<file path="config.mk">
export PLATFORM = sky130hd
export DESIGN_NAME = gate_sweep_ctrl_flat
export DESIGN_NICKNAME = d
export VERILOG_FILES = /design/src/rtl/gate_sweep_pkg.sv /design/src/rtl/gate_sweep_ctrl_if.sv /design/src/rtl/settle_timer.sv /design/src/rtl/gate_sweep_ctrl.sv /design/src/flat_wrapper.sv
export SDC_FILE = /design/constraint.sdc
export NUM_CORES = 1
export LEC_CHECK = 0
export BUFFER_PORTS_ARGS = -buffer_cell sky130_fd_sc_hd__buf_4
export CAP_MARGIN = 15
export CORE_MARGIN = 2
export CORE_UTILIZATION = 30
export CTS_BUF_LIST = sky130_fd_sc_hd__clkbuf_2
export DETAILED_ROUTE_END_ITERATION = 8
export SLEW_MARGIN = 20
export SYNTH_ARGS = -nofsm -noshare
export SYNTH_HDL_FRONTEND = slang
export SYNTH_SLANG_ARGS = --single-unit
</file>
<file path="constraint.sdc">
create_clock -name clk -period 2.3 [get_ports clk]
set_input_delay 0 -clock clk [delete_from_list [all_inputs] [get_ports clk]]
set_output_delay 0 -clock clk [all_outputs]
set_load 0.005 [all_outputs]
</file>
<file path="src/rtl/gate_sweep_pkg.sv">
// rtl/gate_sweep_pkg.sv - shared types and constants for the gate sweep controller
package gate_sweep_pkg;

    typedef enum logic [1:0] {
        S_IDLE   = 2'd0,
        S_SETTLE = 2'd1,
        S_SAMPLE = 2'd2,
        S_DONE   = 2'd3
    } state_t;

    localparam int NUM_VEC = 4;
    localparam int IDX_W   = 2;

    // Truth tables indexed by vector i = {a, b}
    localparam logic [3:0] TT_AND  = 4'b1000;
    localparam logic [3:0] TT_OR   = 4'b1110;
    localparam logic [3:0] TT_XOR  = 4'b0110;
    localparam logic [3:0] TT_NAND = 4'b0111;

endpackage

</file>
<file path="src/rtl/gate_sweep_ctrl_if.sv">
// rtl/gate_sweep_ctrl_if.sv - host and gate-side signals of the sweep controller
interface gate_sweep_ctrl_if;
    logic       start;
    logic       abort;
    logic       z;
    logic       a;
    logic       b;
    logic       busy;
    logic       done;
    logic       pass;
    logic [3:0] observed;
    logic [2:0] err_cnt;
    logic [1:0] fail_idx;

    // master: the sweep controller itself
    modport master (
        input  start, abort, z,
        output a, b, busy, done, pass, observed, err_cnt, fail_idx
    );

    // slave: host plus gate under test
    modport slave (
        output start, abort, z,
        input  a, b, busy, done, pass, observed, err_cnt, fail_idx
    );
endinterface

</file>
<file path="src/rtl/settle_timer.sv">
// rtl/settle_timer.sv - loadable down-counter flagging when the settle time is over
module settle_timer #(
    parameter int SETTLE_W = 8
) (
    input  logic                clk,
    input  logic                rst_n,
    input  logic                load,
    input  logic [SETTLE_W-1:0] load_val,
    output logic                expired
);
    logic [SETTLE_W-1:0] count;

    // Load has priority; otherwise count down and rest at zero
    always_ff @(posedge clk or negedge rst_n) begin
        if (!rst_n) begin
            count <= '0;
        end else if (load) begin
            count <= load_val;
        end else if (count != '0) begin
            count <= count - 1'b1;
        end
    end

    assign expired = (count == '0);
endmodule

</file>
<file path="src/rtl/gate_sweep_ctrl.sv">
// rtl/gate_sweep_ctrl.sv - sweeps a 2-input gate through all vectors and checks its truth table
module gate_sweep_ctrl
    import gate_sweep_pkg::*;
#(
    parameter int         SETTLE   = 4,
    parameter logic [3:0] EXPECT   = TT_AND,
    parameter int         SETTLE_W = 8
) (
    input logic               clk,
    input logic               rst_n,
    gate_sweep_ctrl_if.master sweep
);
    localparam logic [SETTLE_W-1:0] LOAD_VAL = SETTLE_W'(SETTLE - 1);
    localparam logic [IDX_W-1:0]    LAST_IDX = IDX_W'(NUM_VEC - 1);

    state_t           state;
    state_t           state_next;
    logic [IDX_W-1:0] idx;
    logic             a_q;
    logic             b_q;
    logic             pass_q;
    logic [3:0]       observed_q;
    logic [2:0]       err_q;
    logic [1:0]       fail_q;

    logic             expired;
    logic             clr;
    logic             accept;
    logic             do_sample;
    logic             timer_load;
    logic             last;
    logic             mismatch;
    logic [2:0]       err_sum;

    assign last     = (idx == LAST_IDX);
    assign mismatch = (sweep.z != EXPECT[idx]);
    assign err_sum  = err_q + {2'b00, mismatch};

    settle_timer #(.SETTLE_W(SETTLE_W)) u_timer (
        .clk      (clk),
        .rst_n    (rst_n),
        .load     (timer_load),
        .load_val (LOAD_VAL),
        .expired  (expired)
    );

    // State register
    always_ff @(posedge clk or negedge rst_n) begin
        if (!rst_n) state <= S_IDLE;
        else        state <= state_next;
    end

    // Next-state logic; abort overrides every transition
    always_comb begin
        state_next = state;
        case (state)
            S_IDLE, S_DONE: if (sweep.start) state_next = S_SETTLE;
            S_SETTLE:       if (expired)     state_next = S_SAMPLE;
            S_SAMPLE:       state_next = last ? S_DONE : S_SETTLE;
            default:        state_next = S_IDLE;
        endcase
        if (sweep.abort) state_next = S_IDLE;
    end

    // Control strobes derived from the current state and host inputs
    always_comb begin
        accept     = !sweep.abort && sweep.start && (state == S_IDLE || state == S_DONE);
        do_sample  = !sweep.abort && (state == S_SAMPLE);
        clr        = sweep.abort || accept;
        timer_load = accept || (do_sample && !last);
    end

    // Vector drive and result capture
    always_ff @(posedge clk or negedge rst_n) begin
        if (!rst_n) begin
            idx        <= '0;
            a_q        <= 1'b0;
            b_q        <= 1'b0;
            pass_q     <= 1'b0;
            observed_q <= '0;
            err_q      <= '0;
            fail_q     <= '0;
        end else if (clr) begin
            idx        <= '0;
            a_q        <= 1'b0;
            b_q        <= 1'b0;
            pass_q     <= 1'b0;
            observed_q <= '0;
            err_q      <= '0;
            fail_q     <= '0;
        end else if (do_sample) begin
            observed_q[idx] <= sweep.z;
            err_q           <= err_sum;
            if (mismatch && err_q == '0) fail_q <= idx;
            if (last) begin
                pass_q <= (err_sum == '0);
            end else begin
                idx <= idx + 1'b1;
                {a_q, b_q} <= idx + 1'b1;
            end
        end
    end

    assign sweep.a        = a_q;
    assign sweep.b        = b_q;
    assign sweep.busy     = (state == S_SETTLE) || (state == S_SAMPLE);
    assign sweep.done     = (state == S_DONE);
    assign sweep.pass     = pass_q;
    assign sweep.observed = observed_q;
    assign sweep.err_cnt  = err_q;
    assign sweep.fail_idx = fail_q;
endmodule

</file>
<file path="src/flat_wrapper.sv">
// flat-port wrapper written by rule: the top's interface ports become plain ports
module gate_sweep_ctrl_flat import gate_sweep_pkg::*;
#(
    parameter int         SETTLE   = 4,
    parameter logic [3:0] EXPECT   = TT_AND,
    parameter int         SETTLE_W = 8
)
  (clk, rst_n, sweep_start, sweep_abort, sweep_z, sweep_a, sweep_b, sweep_busy, sweep_done, sweep_pass, sweep_observed, sweep_err_cnt, sweep_fail_idx);
  gate_sweep_ctrl_if sweep_i ();
  input logic clk;
  input logic rst_n;
  input wire logic [$bits(sweep_i.start)-1:0] sweep_start;
  input wire logic [$bits(sweep_i.abort)-1:0] sweep_abort;
  input wire logic [$bits(sweep_i.z)-1:0] sweep_z;
  output wire logic [$bits(sweep_i.a)-1:0] sweep_a;
  output wire logic [$bits(sweep_i.b)-1:0] sweep_b;
  output wire logic [$bits(sweep_i.busy)-1:0] sweep_busy;
  output wire logic [$bits(sweep_i.done)-1:0] sweep_done;
  output wire logic [$bits(sweep_i.pass)-1:0] sweep_pass;
  output wire logic [$bits(sweep_i.observed)-1:0] sweep_observed;
  output wire logic [$bits(sweep_i.err_cnt)-1:0] sweep_err_cnt;
  output wire logic [$bits(sweep_i.fail_idx)-1:0] sweep_fail_idx;
  assign sweep_i.start = sweep_start;
  assign sweep_i.abort = sweep_abort;
  assign sweep_i.z = sweep_z;
  assign sweep_a = sweep_i.a;
  assign sweep_b = sweep_i.b;
  assign sweep_busy = sweep_i.busy;
  assign sweep_done = sweep_i.done;
  assign sweep_pass = sweep_i.pass;
  assign sweep_observed = sweep_i.observed;
  assign sweep_err_cnt = sweep_i.err_cnt;
  assign sweep_fail_idx = sweep_i.fail_idx;
  gate_sweep_ctrl #(.SETTLE(SETTLE), .EXPECT(EXPECT), .SETTLE_W(SETTLE_W)) u_core (.clk(clk), .rst_n(rst_n), .sweep(sweep_i));
endmodule
</file>
# [After elaboration in Yosys (flattened, before gate mapping)]
# Cells that the tools add are included.
[word_totals] out_inout_bits=14 input_bits=5 elab_cells=79 reg_bits=24
[classes] n_addsub=3 magnitude_cmp=2 mux=31 reduce_logical=26 n_eq_ne=8
[op_table] op="two-way mux 2 bit" count=10
[op_table] op="two-way mux 8 bit" count=2
[op_table] op="two-way mux 1 bit" count=11
[op_table] op="logical NOT 8 bit" count=1
[op_table] op="two-way mux 4 bit" count=2
[op_table] op="AND reduction 2 bit" count=4
[op_table] op="nonzero test 2 bit" count=4
[op_table] op="nonzero test 8 bit" count=1
[op_table] op="subtractor 8 x 1 -> 8 bit (second input constant)" count=1
[op_table] op="== test 2 bit (second input constant)" count=3
[op_table] op="logical AND 1 bit" count=6
[op_table] op="logical NOT 3 bit" count=2
[op_table] op="two-way mux 3 bit" count=2
[op_table] op="case mux 2 bit (3 select lines)" count=1
[op_table] op="bitwise mux 4 bit" count=1
[op_table] op="logical OR 1 bit" count=4
[op_table] op="adder 3 x 1 -> 3 bit" count=1
[op_table] op="< comparator 2 x 3 -> 1 bit (second input constant)" count=1
[op_table] op="!= test 3 x 2 -> 1 bit (second input constant)" count=1
[op_table] op="!= test 3 bit (second input constant)" count=1
[op_table] op="adder 2 x 1 -> 2 bit (second input constant)" count=1
[op_table] op="binary-select mux 1 bit (select 2 bit)" count=1
[op_table] op="demux 1 bit (select 2 bit)" count=1
[op_table] op="== test 2 x 1 -> 1 bit (second input constant)" count=1
[op_table] op="6 further kinds" count=7

# [Depth between registers and ports, before layout]
[depth] ltp_word=8 ltp_mapped=7 depth_no_buf=7

# [Modules after synthesis]
# A second synthesis with hierarchy kept.
[unflattened] hier_cells=140 hier_area_um2=1318.8
[modules_own_cells] mod="gate_sweep_ctrl" area_each_um2=842.1 cells_per_inst=86 n_inst=1 seq_area_each_um2=350.3
[modules_own_cells] mod="settle_timer" area_each_um2=476.7 cells_per_inst=54 n_inst=1 seq_area_each_um2=200.2

# [Least setup slack after synthesis]
# No wires, ideal clock.
[synth_path] path_kind="register to register" from="reg u_core.idx[0]" to="reg u_core.pass_q (netlist: u_core.sweep.pass)" setup_ps=77 setup_slack_ps=113 t_arrival_ps=2110 required_ps=2223 path_buffers=0 path_stages_with_launch=7 synth_period_minus_slack_ps=2187 path_cell_list="dfrtp_1 -> ha_1 -> ha_1 -> ha_1 -> ha_1 -> or4_1 -> a21oi_1"
[synth_between] elab_chain_cells=8
[synth_rtl] element="from (decl)" line="gate_sweep_ctrl.sv:18" source="logic [IDX_W-1:0] idx;"
[synth_rtl] element="from (signal assigned)" line="gate_sweep_ctrl.sv:98" source="idx <= idx + 1'b1;"
[synth_rtl] element="binary-select mux 1 bit (select 2 bit)" line="gate_sweep_ctrl.sv:36" source="assign mismatch = (sweep.z != EXPECT[idx]);"
[synth_rtl] element="two-way mux 1 bit (not written as such)" line="gate_sweep_ctrl.sv:36"
[synth_rtl] element="!= test 1 bit" line="gate_sweep_ctrl.sv:36"
[synth_rtl] element="adder 3 x 1 -> 3 bit" line="gate_sweep_ctrl.sv:37" source="assign err_sum = err_q + {2'b00, mismatch};"
[synth_rtl] element="logical NOT 3 bit" line="gate_sweep_ctrl.sv:96" source="pass_q <= (err_sum == '0);"
[synth_rtl] element="two-way mux 1 bit" line="gate_sweep_ctrl.sv:95" source="if (last) begin"
[synth_rtl] element="two-way mux 1 bit" line="gate_sweep_ctrl.sv:91" source="end else if (do_sample) begin"
[synth_rtl] element="two-way mux 1 bit" line="gate_sweep_ctrl.sv:83" source="end else if (clr) begin"
[synth_rtl] element="to (signal assigned)" line="gate_sweep_ctrl.sv:96"
[synth_rtl] element="to (decl)" line="gate_sweep_ctrl.sv:21" source="logic pass_q;"
# Parallel ways exist; a longest one is shown, timed or not. The select of a mux whose other input is x is not followed.
# A chain may end at the register's enable or synchronous reset.

# [Final worst setup path]
# Ends and elaborated chain as after synthesis.

==> summary.txt <==
Clock tree
  • Post-CTS Setup Inserts: 0
  • Cts repair resizes: 0
  • Clock Pin Slew Worst Setup and Hold Paths: roughly 0.25 ns
  • Max clock buf depth: 2
  • Max H-tree Level: 1
  • CTS root buf: clkbuf_2
  • TritonCTS clock tree: yes
  • Num CTS Buffers: 3
  • Hold-fix buffers, CTS: 3
  • Clock latency on the worst-skew pair: 0.35 ns
  • Clock tree sinks: 22

Cells and area
  • Most frequent cells in the layout: buf_4 (24), dfrtp_1 (22), ha_1 (12), nor2_1 (11), a21oi_1 (10)
  • Fin area: ~1600 µm²
  • Layout Nets: ~180
  • Layout fillers: 407
  • Layout cells sized above 1: around a fifth
  • Fin cells: between 200 and 250
  • Commonest non-fill, non-tap cell in the layout: buf_4
  • Inserted Diodes: 0
  • Area Overhead vs Synth: 23.15%

Worst setup path
  • Worst setup path startpoint: u_core.idx[0]
  • RR Endpoint: u_core.sweep.pass
  • Worst setup path end: u_core.sweep.pass
  • R2R depth: 6
  • Crit path kind: reg -> reg
  • Crit. End Element: flop
  • Reg2reg start: u_core.idx[0]
  • Critical path startpoint category: flop
  • R2r setup slk: roughly 0.13 ns
  • CP Max Fanout: 4
  • Crit path arrival time: approximately 2.5 ns
  • Critical Path RT: 2.61 ns

Power
  • Switching Share: around 35%
  • Pwr Total: roughly 1.3 mW
  • Peak supply drop: between 0.0005 and 0.0006 V
  • Sequential share of power: between 40% and 50%
  • P_sw: 0.4522 mW
  • Clock share of power: a little over a fifth
  • Cell internal pwr: between 0.8 and 0.9 mW
  • Static Leak: approximately 0.75 nW
  • Power density cells: about 800 nW/µm²
  • Combinational Power Share: a little under two fifths

Yosys
  • Synth Instances: 131
  • Synth Register Bits: 22
  • Post-Syn Area: 1302 µm²
  • Ys async rst share: 100.0%
  • Yosys cell types: 37
  • Synth warn: 0
  • Largest cells by area after synthesis: dfrtp_1 (42%), ha_1 (12%), mux2i_1 (4.6%)
  • Top-area cell type share of the netlist area: ~42%
  • Leading area contributor after synthesis: dfrtp_1
  • Most used DFF post-synth: dfrtp_1
  • Post-synthesis sequential area ratio: a little over two fifths
  • Synthesized area per cell: 9.943 µm²
  • Number of enable flip-flop cells after synthesis: 0
  • Syn Nets: 148

Hold path
  • Hold WC Path Type: in -> reg
  • Hold Crit Start: sweep_start

Detailed routing
  • Routed WL per cell: ~14 µm
  • Remaining DRCs: 0
  • Total number of vias: between 1000 and 1500
  • Post-DRT Antenna Nets: 0
  • TritonRoute pass-1 iters: 4
  • Initial DRC count: 43
  • WL final: 2.842 mm
  • Vias per cell: approximately 5.3

Timing
  • Worst-margin pin slew: between 0.3 and 0.4 ns
  • WHS: ~0.094 ns
  • Final hold vios: 0
  • Final period utilization: between 90% and 100%
  • Final Critical Period: about 2.2 ns
  • Slew HR: between 70% and 80%
  • FMAX: around 460 MHz
  • Max Clock Skew: about 0.025 ns
  • TNS Setup: 0 ns
  • RSZ-0062 raised after global routing: false
  • Final Max Tran Viols: 0
  • Final setup violation count: 0

Global route
  • First-pass GRT wire length: just over 5 mm
  • Antenna violations before repair: 0
  • Largest net degree at the start of global routing: 23
  • Gr ovfl total: 0
  • Vias in the first global route: roughly 1100
  • GRT Overall Usage: 12.88%

Placed design
  • PortBufs: 18
  • Post-Place Cells: 200
  • Gpl congestion: 0.7452
  • Hpwl dp: around 2.1 mm
  • DP Area: roughly 1500 µm²

Die
  • DIE HEIGHT: around 70 µm
  • Initial Util: 31.87%
  • Chip Width: around 70 µm
  • Die footprint: 4885 µm²
  • Ports: 19
  • Row cnt: 23
  • Core area: between 4000 and 5000 µm²

Job
  • Max-Cap Viols: 0

Run status
  • Status: completed
## per-layer routing
layer / vias to the layer above / routed length (µm) / track usage, %
met3: 2 / 114 / 3.319
met2: 25 / 1476 / 22.96
met1: 552 / 1232 / 15.65
li1: 530 / - / -
met5: - / 0 / 0
met4: 0 / 19 / 2.564
## how the worst min path moves through the flow
stage               cells past startpoint                 endpoint  slack [ns]
floorplan                               0            u_core.idx[0]       -0.30
global placement                        1  u_core.sweep.err_cnt[2]       -0.09
detailed placement                      1  u_core.sweep.err_cnt[2]       -0.09
CTS                                     2  u_core.sweep.err_cnt[2]        0.02
global route                            3          u_core.state[0]        0.09
finish                                  4          u_core.state[1]        0.09
## layout make-up
class                   count  area [µm²]  area share (%)
flip-flops and latches     22       550.5           34.32
clock buffers               3       15.01          0.9360
inverters                   7       26.28           1.638
repair buffers             28       220.2           13.73
well taps                  50       62.56           3.900
multi-input cells          97       699.4           43.60
clock inverters             1       30.03           1.872
## power by group through the flow
stage               combinational (mW)  clock, mW  sequential (mW)
floorplan                        0.341          0            0.509
global placement                 0.445          0            0.525
detailed placement               0.466          0            0.529
CTS                              0.470      0.290            0.522
global route                     0.532      0.308            0.540
finish                           0.470      0.281            0.525
## metrics by stage
stage	util, %	setup WS, ns
4_1_cts	39.01	0.1366
2_1_floorplan	-	0.1130
5_1_grt	39.25	0.05012
3_3_place_gp	37.17	0.2062
3_5_place_dp	37.17	0.1895
6_report	39.25	0.1349
## flip-flops by register name, summed over array words and instances, names as in the netlist
name	flops
u_core.sweep.err_cnt	3
u_core.sweep.fail_idx	2
u_core.sweep.pass	1
u_core.sweep.observed	4
u_core.u_timer.count	8
u_core.state	2
u_core.idx	2
## cells by family after synthesis
group	Yosys count	synth area share [%]
AOI/OAI and AO/OA	29	14.60
xor gates and xnor gates	3	2.018
adders and majority gates	12	11.53
buffers and inverters	12	4.035
DFF	22	42.27
muxes	6	4.611
and+or+nand+nor	47	20.94
## critical path, stage by stage, from the launching register on
cell and delay, ns:
dfrtp_1 0.44, ha_1 0.21, ha_1 0.33, ha_1 0.20, ha_1 0.28, or4_1 0.52, a21oi_1 0.15
## cells in the mapped netlist, drive strengths merged (2+ instances only)
master and instances:
a21oi 10, nand3 3, inv 7, nand2b 2
o31ai 2, mux2i 6, o21ai 6, o41ai 2
xor2 2, or4 5, dfrtp 22, nand3b 3
nor2b 4, nand2 6, nor3b 2, or3 2
a21o 3, ha 12, nor2 11, nand4 2
clkbuf 4
(Power assumes the default switching activity.)
